**src/rtl/branch_predictor.sv**
```systemverilog
// ---------------------------------------------------------------------------
// branch_predictor
// Direction + target predictor for the 5-stage pipeline. Fetch looks up F_PC
// combinationally in the same cycle. Resolved branches and jumps come back
// through the U_* port and train the BTB and the counter table. GHIST_W = 0
// gives a bimodal predictor. GHIST_W > 0 gives gshare with a speculatively
// shifted global history register.
// ---------------------------------------------------------------------------
module branch_predictor #(
    parameter int PC_W    = 16,
    parameter int ENTRIES = 64,
    parameter int CTR_W   = 2,
    parameter int GHIST_W = 0
) (
    input  logic                                     CLK,
    input  logic                                     RST_N,
    input  logic [PC_W-1:0]                          F_PC,
    input  logic                                     F_ADV,
    output logic                                     F_HIT,
    output logic                                     F_PRED_TAKEN,
    output logic [PC_W-1:0]                          F_PRED_TGT,
    output logic [((GHIST_W > 0) ? GHIST_W : 1)-1:0] F_GHR,
    input  logic                                     U_V,
    input  logic [PC_W-1:0]                          U_PC,
    input  logic                                     U_IS_BR,
    input  logic                                     U_TAKEN,
    input  logic [PC_W-1:0]                          U_TGT,
    input  logic [((GHIST_W > 0) ? GHIST_W : 1)-1:0] U_GHR,
    input  logic                                     U_MISPRED
);

    localparam int IDX_W = $clog2(ENTRIES);
    localparam int TAG_W = PC_W - IDX_W - 2;
    localparam int GH_W  = (GHIST_W > 0) ? GHIST_W : 1;

    localparam logic [CTR_W-1:0] CTR_WEAK_NT = CTR_W'((2 ** (CTR_W - 1)) - 1);
    localparam logic [CTR_W-1:0] CTR_MAX     = CTR_W'((2 ** CTR_W) - 1);
    localparam logic [CTR_W-1:0] CTR_ZERO    = CTR_W'(0);
    localparam logic [CTR_W-1:0] CTR_ONE     = CTR_W'(1);
    localparam logic [IDX_W-1:0] GH_MASK     = IDX_W'((2 ** GHIST_W) - 1);
    localparam logic [PC_W-1:0]  PC_STEP     = PC_W'(4);

    // Saturating increment of a direction counter.
    function automatic logic [CTR_W-1:0] ctr_inc(input logic [CTR_W-1:0] c);
        return (c == CTR_MAX) ? c : (c + CTR_ONE);
    endfunction

    // Saturating decrement of a direction counter.
    function automatic logic [CTR_W-1:0] ctr_dec(input logic [CTR_W-1:0] c);
        return (c == CTR_ZERO) ? c : (c - CTR_ONE);
    endfunction

    // History folded into the counter index. The mask is all-zero in bimodal
    // mode, so the history never perturbs the index there.
    function automatic logic [IDX_W-1:0] ghr_fold(input logic [GH_W-1:0] g);
        return IDX_W'(g) & GH_MASK;
    endfunction

    // Storage (flops, so a single reset assertion clears everything).
    logic             valid_r [ENTRIES];
    logic [TAG_W-1:0] tag_r   [ENTRIES];
    logic [PC_W-1:0]  tgt_r   [ENTRIES];
    logic             jmp_r   [ENTRIES];
    logic [CTR_W-1:0] ctr_r   [ENTRIES];
    logic [GH_W-1:0]  ghr_r;

    logic [IDX_W-1:0] f_idx_s;
    logic [TAG_W-1:0] f_tag_s;
    logic [IDX_W-1:0] f_cidx_s;
    logic             f_hit_s;
    logic             f_taken_s;
    logic [PC_W-1:0]  f_tgt_s;
    logic [IDX_W-1:0] u_idx_s;
    logic [TAG_W-1:0] u_tag_s;
    logic [IDX_W-1:0] u_cidx_s;
    logic             btb_we_s;
    logic             ctr_we_s;
    logic [CTR_W-1:0] ctr_nxt_s;
    logic [GH_W-1:0]  ghr_nxt_s;
    logic             unused_ok_s;

    // Byte-offset bits of the update PC carry no information.
    assign unused_ok_s = ^U_PC[1:0];

    // Fetch-side field extraction.
    assign f_idx_s  = F_PC[IDX_W+1:2];
    assign f_tag_s  = F_PC[PC_W-1:IDX_W+2];
    assign f_cidx_s = f_idx_s ^ ghr_fold(ghr_r);

    // Update-side field extraction.
    assign u_idx_s  = U_PC[IDX_W+1:2];
    assign u_tag_s  = U_PC[PC_W-1:IDX_W+2];
    assign u_cidx_s = u_idx_s ^ ghr_fold(U_GHR);

    // Zero-latency lookup; a same-cycle update is not bypassed.
    always_comb begin
        f_hit_s   = valid_r[f_idx_s] && (tag_r[f_idx_s] == f_tag_s);
        f_taken_s = f_hit_s && (jmp_r[f_idx_s] || ctr_r[f_cidx_s][CTR_W-1]);
        if (f_taken_s) begin
            f_tgt_s = tgt_r[f_idx_s];
        end else begin
            f_tgt_s = F_PC + PC_STEP;
        end
    end

    assign F_HIT        = f_hit_s;
    assign F_PRED_TAKEN = f_taken_s;
    assign F_PRED_TGT   = f_tgt_s;
    assign F_GHR        = ghr_r;

    // Write enables and next counter value for the resolved instruction.
    always_comb begin
        btb_we_s = U_V && U_TAKEN;
        ctr_we_s = U_V && U_IS_BR;
        if (U_TAKEN) begin
            ctr_nxt_s = ctr_inc(ctr_r[u_cidx_s]);
        end else begin
            ctr_nxt_s = ctr_dec(ctr_r[u_cidx_s]);
        end
    end

    // Next global history: a redirect repairs it, otherwise fetch shifts it
    // speculatively on a predicted conditional branch.
    always_comb begin
        ghr_nxt_s = ghr_r;
        if (GHIST_W == 0) begin
            ghr_nxt_s = '0;
        end else if (U_V && U_MISPRED) begin
            if (U_IS_BR) begin
                ghr_nxt_s = (U_GHR << 1'b1) | GH_W'(U_TAKEN);
            end else begin
                ghr_nxt_s = U_GHR;
            end
        end else if (F_ADV && f_hit_s && !jmp_r[f_idx_s]) begin
            ghr_nxt_s = (ghr_r << 1'b1) | GH_W'(f_taken_s);
        end else begin
            ghr_nxt_s = ghr_r;
        end
    end

    // BTB: taken instructions allocate or overwrite their slot.
    always_ff @(posedge CLK or negedge RST_N) begin
        if (!RST_N) begin
            for (int i = 0; i < ENTRIES; i++) begin
                valid_r[i] <= 1'b0;
                tag_r[i]   <= '0;
                tgt_r[i]   <= '0;
                jmp_r[i]   <= 1'b0;
            end
        end else if (btb_we_s) begin
            valid_r[u_idx_s] <= 1'b1;
            tag_r[u_idx_s]   <= u_tag_s;
            tgt_r[u_idx_s]   <= U_TGT;
            jmp_r[u_idx_s]   <= !U_IS_BR;
        end else begin
            valid_r[u_idx_s] <= valid_r[u_idx_s];
        end
    end

    // Direction counters: only conditional branches train them.
    always_ff @(posedge CLK or negedge RST_N) begin
        if (!RST_N) begin
            for (int i = 0; i < ENTRIES; i++) begin
                ctr_r[i] <= CTR_WEAK_NT;
            end
        end else if (ctr_we_s) begin
            ctr_r[u_cidx_s] <= ctr_nxt_s;
        end else begin
            ctr_r[u_cidx_s] <= ctr_r[u_cidx_s];
        end
    end

    // Global history register.
    always_ff @(posedge CLK or negedge RST_N) begin
        if (!RST_N) begin
            ghr_r <= '0;
        end else begin
            ghr_r <= ghr_nxt_s;
        end
    end

endmodule

```
**config.mk**
```make
export PLATFORM = sky130hd
export DESIGN_NAME = branch_predictor
export DESIGN_NICKNAME = d
export VERILOG_FILES = /design/src/rtl/branch_predictor.sv
export SDC_FILE = /design/constraint.sdc
export NUM_CORES = 2
export LEC_CHECK = 0
export ABC_AREA = 1
export CAP_MARGIN = 5
export CELL_PAD_IN_SITES_DETAIL_PLACEMENT = 2
export CELL_PAD_IN_SITES_GLOBAL_PLACEMENT = 2
export CORE_MARGIN = 2
export CORE_UTILIZATION = 25
export CTS_CLUSTER_DIAMETER = 120
export DETAILED_ROUTE_END_ITERATION = 10
export GPL_TIMING_DRIVEN = 0
export PLACE_DENSITY_LB_ADDON = 0.1
export SLEW_MARGIN = 5
export SYNTH_ARGS = -nofsm -noshare
export SYNTH_HDL_FRONTEND = slang
export SYNTH_SLANG_ARGS = --single-unit
```
**constraint.sdc**
```tcl
create_clock -name CLK -period 4.2 [get_ports CLK]
set_input_delay 0.84 -clock CLK [delete_from_list [all_inputs] [get_ports CLK]]
set_output_delay 0.84 -clock CLK [all_outputs]
set_load 0.01 [all_outputs]
```
* Word-level counts from Yosys, hierarchy flattened *
Index checks and enable logic that the tools add are counted.

cells by class
  eq/ne operators = 2
  multiplexer cells = 41
  reductions and logical operators = 8
  add/sub/neg operators = 3
  magnitude comparators = 3
  bitwise logic cells = 3

operators by type and width
  kind                                                         count
  bitwise mux 1024 bit                                         1
  bitwise mux 512 bit                                          1
  bitwise mux 128 bit                                          2
  bitwise mux 64 bit                                           2
  2-to-1 mux 128 bit                                           1
  binary-select mux 16 bit (select 6 bit)                      1
  demux 16 bit (select 6 bit)                                  1
  2-to-1 mux 16 bit                                            4
  2-to-1 mux 64 bit                                            1
  OR 64 bit                                                    1
  binary-select mux 8 bit (select 6 bit)                       1
  demux 8 bit (select 6 bit)                                   1
  binary-select mux 2 bit (select 6 bit)                       2
  2-to-1 mux 8 bit                                             3
  binary-select mux 1 bit (select 6 bit)                       3
  adder 16 x 3 -> 16 bit (second input constant)               1
  2-to-1 mux 2 bit                                             8
  greater-or-equal comparator 7 bit (second input constant)    2
  NOT 6 -> 7 bit                                               2
  demux 2 bit (select 6 bit)                                   1
  equality test 8 bit                                          1
  less-than comparator 7 x 1 -> 1 bit (second input constant)  1
  2-to-1 mux 1 bit                                             7
  demux 1 bit (select 6 bit)                                   1
  other kinds (7)                                              11

word-level totals
  output and inout port bits = 19
  input bits = 56
  bits in registers = 1792

* Depth between registers and ports, before layout *
  depth in word-level cells = 9
  gate-level depth with buffers = 24
  depth with buffers taken out = 21

* Least setup slack after synthesis *
OpenSTA, ideal clock, no wires.

  kind = in2out
  start point = input F_PC[3]
  end point = output F_PRED_TGT[12]
  data arrival time = 2.755 ns
  setup slack = 0.605 ns
  cell stages on the path = 16
  required time = 3.360 ns
  path through = buf_2 > buf_2 > clkbuf_1 > o21ai_0 > o211ai_1 > nand3_1 > nand2_1 > nand3_1 > nand3_1 > nand2_1 > nor2_1 > nand2_1 > nor2_4 > buf_4 > nand3_1 > nand2_1

between the ends
  longest elaborated chain between the ends = 8
  elaborated cells on any way between the ends = 22
  classes of those cells = 1 x add/sub; 1 x eq/ne; 16 x mux; 1 x bitwise; 3 x reduce/logical

RTL lines
  what                                                  line  RTL
  start, declared                                       17    input logic [PC_W-1:0] F_PC,
  NOT 6 -> 7 bit (*)                                    n/a
  binary-select mux 8 bit (select 6 bit)                97    f_hit_s = valid_r[f_idx_s] && (tag_r[f_idx_s] == f_tag_s);
  2-to-1 mux 8 bit (not written as such) (2 in series)  97
  equality test 8 bit                                   97
  logical AND 1 bit (*)                                 97
  named net F_HIT                                       19    output logic F_HIT,
  logical AND 1 bit (*)                                 98    f_taken_s = f_hit_s && (jmp_r[f_idx_s] || ctr_r[f_cidx_s][CTR_W-1]);
  2-to-1 mux 16 bit (*)                                 99    if (f_taken_s) begin
  end, declared                                         21    output logic [PC_W-1:0] F_PRED_TGT,

The timed path passes the listed nets; every way through them passes the cells marked *. The select of a mux whose other input is x is not followed.

* Final worst setup path *
  start point = input F_PC[2]
  end point = output F_PRED_TGT[8]

between the ends
  longest elaborated chain between the ends = 8
  elaborated cells on any way between the ends = 22
  classes of those cells = 1 x add/sub; 1 x eq/ne; 16 x mux; 1 x bitwise; 3 x reduce/logical

RTL lines
  what                                                  line
  NOT 6 -> 7 bit                                        n/a
  binary-select mux 8 bit (select 6 bit)                97
  2-to-1 mux 8 bit (not written as such) (2 in series)  97
  equality test 8 bit                                   97
  logical AND 1 bit                                     97
  logical AND 1 bit                                     98
  2-to-1 mux 16 bit (*)                                 99

Every way passes the cells marked *; elsewhere a longest branch is shown, timed or not. The select of a mux whose other input is x is not followed.

==> qor.txt <==
Die width -> 580 um
Cell Area, Placed -> 0.0905 sq mm
Vias in the first global route -> 91,964
Hold Violations, Final -> 0
GR Util met2 -> 0.580
CTS buffer count -> 229
Num rows -> 211
CP endpoint kind -> output pin
Synth Instances -> 10,433
WP data arrival -> 4160 ps
Number of flops mapped to enable cells by yosys -> 0
Worst-Skew Late Latency -> 970 ps
DRT Pass-1 Iters -> 6
Primary FF master, synth -> dfrtp_1
First-pass GRT wire length -> 874,000 um
Final Cell Area -> 0.107 sq mm
Unrepaired setup endpoints after global routing -> true
Unique masters post-synth -> 48
Final setup fails -> 37
Failing checks -> max-capacitance violations, max-slew violations, negative setup slack
Startpoint types -> input port
Clk slew on worst S/H paths -> 60 ps
Final nets -> 11,066
P per Cell Area -> 459 mW/mm^2
Hold WS -> 438 ps
Syn Nets -> 10,490
Total global routing track utilization -> 0.387
Fin crit share -> 1.19
Synth Area per Inst -> 7.95 sq um
CP required -> 3360 ps
I/O Pins -> 75
Leakage -> 48.3 nW
Critical path type -> in -> out
Synth Cell Area -> 0.0830 sq mm
Gr ovfl total -> 0
Global placer's final weighted congestion -> 0.979
Warnings from Yosys -> 0
Register bit total from synthesis -> 1,792
# DRC -> 0
# port buffers -> 65
Max FO, Critical Path -> 8
Status -> finished with violations
Avg Vias per Cell -> 5.79
Max IR drop VDD -> 0.317 mV
Rel. slew slack -> -0.0677
Fill cells -> 36,802
Skew final -> 51.4 ps
HPWL Detailed -> 472,000 um
Synth top cells by count -> nand2_1, o21ai_0, dfrtp_1
Met1 Use GR -> 0.485
Crit path time final -> 5000 ps
Die area -> 0.336 sq mm
Per-cell routed wire length -> 42.6 um
Ys async rst share -> 1.00
Layout cells sized above 1 -> 0.136
Peak Freq -> 200 MHz
Top cell type's share of synthesized area -> 0.521
Clock Sink Count -> 1,792
CTS root buffer -> clkbuf_16
Core area -> 0.330 sq mm
CTS tree -> done
Post-route ant nets -> 0
Largest net degree at the start of global routing -> 151
Top-count cell post-synth -> nand2_1
Tightest Pin Transition -> 1600 ps
Max Slew Vio Count -> 33
Area leader, netlist -> dfrtp_1
Starting Density -> 0.251
Via count -> 90,553
Worst Hold Class -> in -> async
Final WL -> 666,000 um
Area contributors post-synth -> dfrtp_1, o21ai_0, nand2_1
Initial antenna violation count -> 132
Sequential-to-total area share from yosys stat -> 0.542
Clock buffer depth -> 4
Die Ht -> 580 um
GR Util met3 -> 0.106
Max-cap violations -> 4
Area growth, synth to finish -> 29.5%
Final setup margin -> -796 ps
Drt initial violations -> 10,812
H-tree Lvls -> 4
Most Used Layer, Global Route -> met2
Final core occ -> 0.325
[area by class of cell]
type | instances | area [sq um] | share of cell area
Clock inverter | 72 | 812 | 0.00756
Sequential cell | 1792 | 44900 | 0.418
Clock buffer | 341 | 6900 | 0.0642
Antenna cell | 78 | 195 | 0.00182
Buffer | 882 | 7980 | 0.0743
Timing Repair Buffer | 347 | 4830 | 0.0450
Inverter | 472 | 1800 | 0.0167
Multi-Input combinational cell | 7285 | 34500 | 0.321
Tap cell | 4366 | 5460 | 0.0509
[cell usage in the layout, fill, tap and decap left out, types with 44 or more instances in the layout]
| cell | n |
|---|---|
| clkinv_2 | 49 |
| o21ai_0 | 2291 |
| nor2_1 | 887 |
| buf_4 | 155 |
| clkbuf_8 | 147 |
| nand2_2 | 77 |
| buf_12 | 124 |
| nand3_2 | 50 |
| o221ai_1 | 59 |
| diode_2 | 78 |
| inv_1 | 418 |
| o21ai_1 | 54 |
| a21oi_1 | 54 |
| nand3_1 | 206 |
| nor2_2 | 44 |
| dfstp_2 | 64 |
| o22ai_1 | 219 |
| clkbuf_2 | 45 |
| clkbuf_1 | 498 |
| o211ai_1 | 75 |
| buf_16 | 83 |
| buf_6 | 67 |
| nand2_1 | 2933 |
| clkbuf_16 | 299 |
| dfrtp_1 | 1728 |
[logic make-up (layout without fill, tap and decap cells)]
group | Yosys count | count (layout) | share of synthesized area
compound gates | 2914 | 2914 | 0.188
xor+xnor | 12 | 12 | 0.00127
fa+ha+maj | 1 | 1 | 0.000151
buf+inv | 1356 | 2114 | 0.0651
flops | 1792 | 1792 | 0.542
mux | 1 | 1 | 0.000121
other cells | 1 | 79 | 0.0000452
simple gates | 4356 | 4356 | 0.204
[what timing repair did]
item	4_1_cts	5_1_grt
hold buffers	1	0
gates resized for setup	1543	107
setup buffers	202	16
hold endpoints to repair	52	0
setup endpoints to repair	780	374
cloned	13	1
pin swaps	148	56
[registers in the layout, summed over array words and instances (netlist names)]
signal	count
jmp_r	64
ctr_r	128
valid_r	64
tag_r	512
tgt_r	1024
[where the power goes]
group / total [W] / leakage (nW) / switching [W] / internal (W)
logic: 0.00784 / 20.4 / 0.00542 / 0.00242
registers: 0.0203 / 24.1 / 0.00139 / 0.0189
clock network: 0.0211 / 3.85 / 0.00891 / 0.0122
total: 0.0493 / 48.3 / 0.0157 / 0.0336
[metal layers]
layer	vias to the layer above	part of all wire
met3	1719	0.091
met2	5054	0.43
met1	48171	0.40
li1	35575	-
met4	34	0.077
met5	-	0.00041
[final timing paths]
check / endpoint / startpoint / cells past startpoint / slack, ps
worst min-delay path: tgt_r[776]$_DFFE_PN0P_ / RST_N / 2 / 440
max in group asynchronous: valid_r[0]$_DFFE_PN0P_ / RST_N / 6 / 450
worst max-delay path: F_PRED_TGT[8] / F_PC[2] / 18 / -800
min in group CLK: ctr_r[44]$_DFFE_PN1P_ / ctr_r[44]$_DFFE_PN1P_ / 2 / 470
worst max register to register: ctr_r[117]$_DFFE_PN0P_ / ctr_r[105]$_DFFE_PN0P_ / 11 / 1300
worst min register to register: ctr_r[44]$_DFFE_PN1P_ / ctr_r[44]$_DFFE_PN1P_ / 2 / 470
[worst max-delay path: stages]
cell and delay [ps]:
buf_12 130, inv_8 40, buf_12 130, buf_12 130
buf_16 150, buf_12 150, buf_16 160, buf_16 180
buf_16 160, o21ai_4 120, o22ai_2 90, o211ai_1 630
nand3_1 200, nand2_2 110, nand4_1 390, nand3_2 240
nand2_4 90, buf_6 130
[per-stage QoR]
stage,setup slack [ps],total power [W],setup TNS [ps],instances
after floorplan,605,0.0229,0,10433
after global placement,-88810,0.0266,-,14864
after global routing,-710,0.0505,-11460,15574
after CTS,-660,0.0490,-8860,15542
final,-796,0.0493,-12480,15635
after detailed placement,-4880,0.0270,-1742620,14914
No activity file was read; power rests on OpenSTA's default activity.
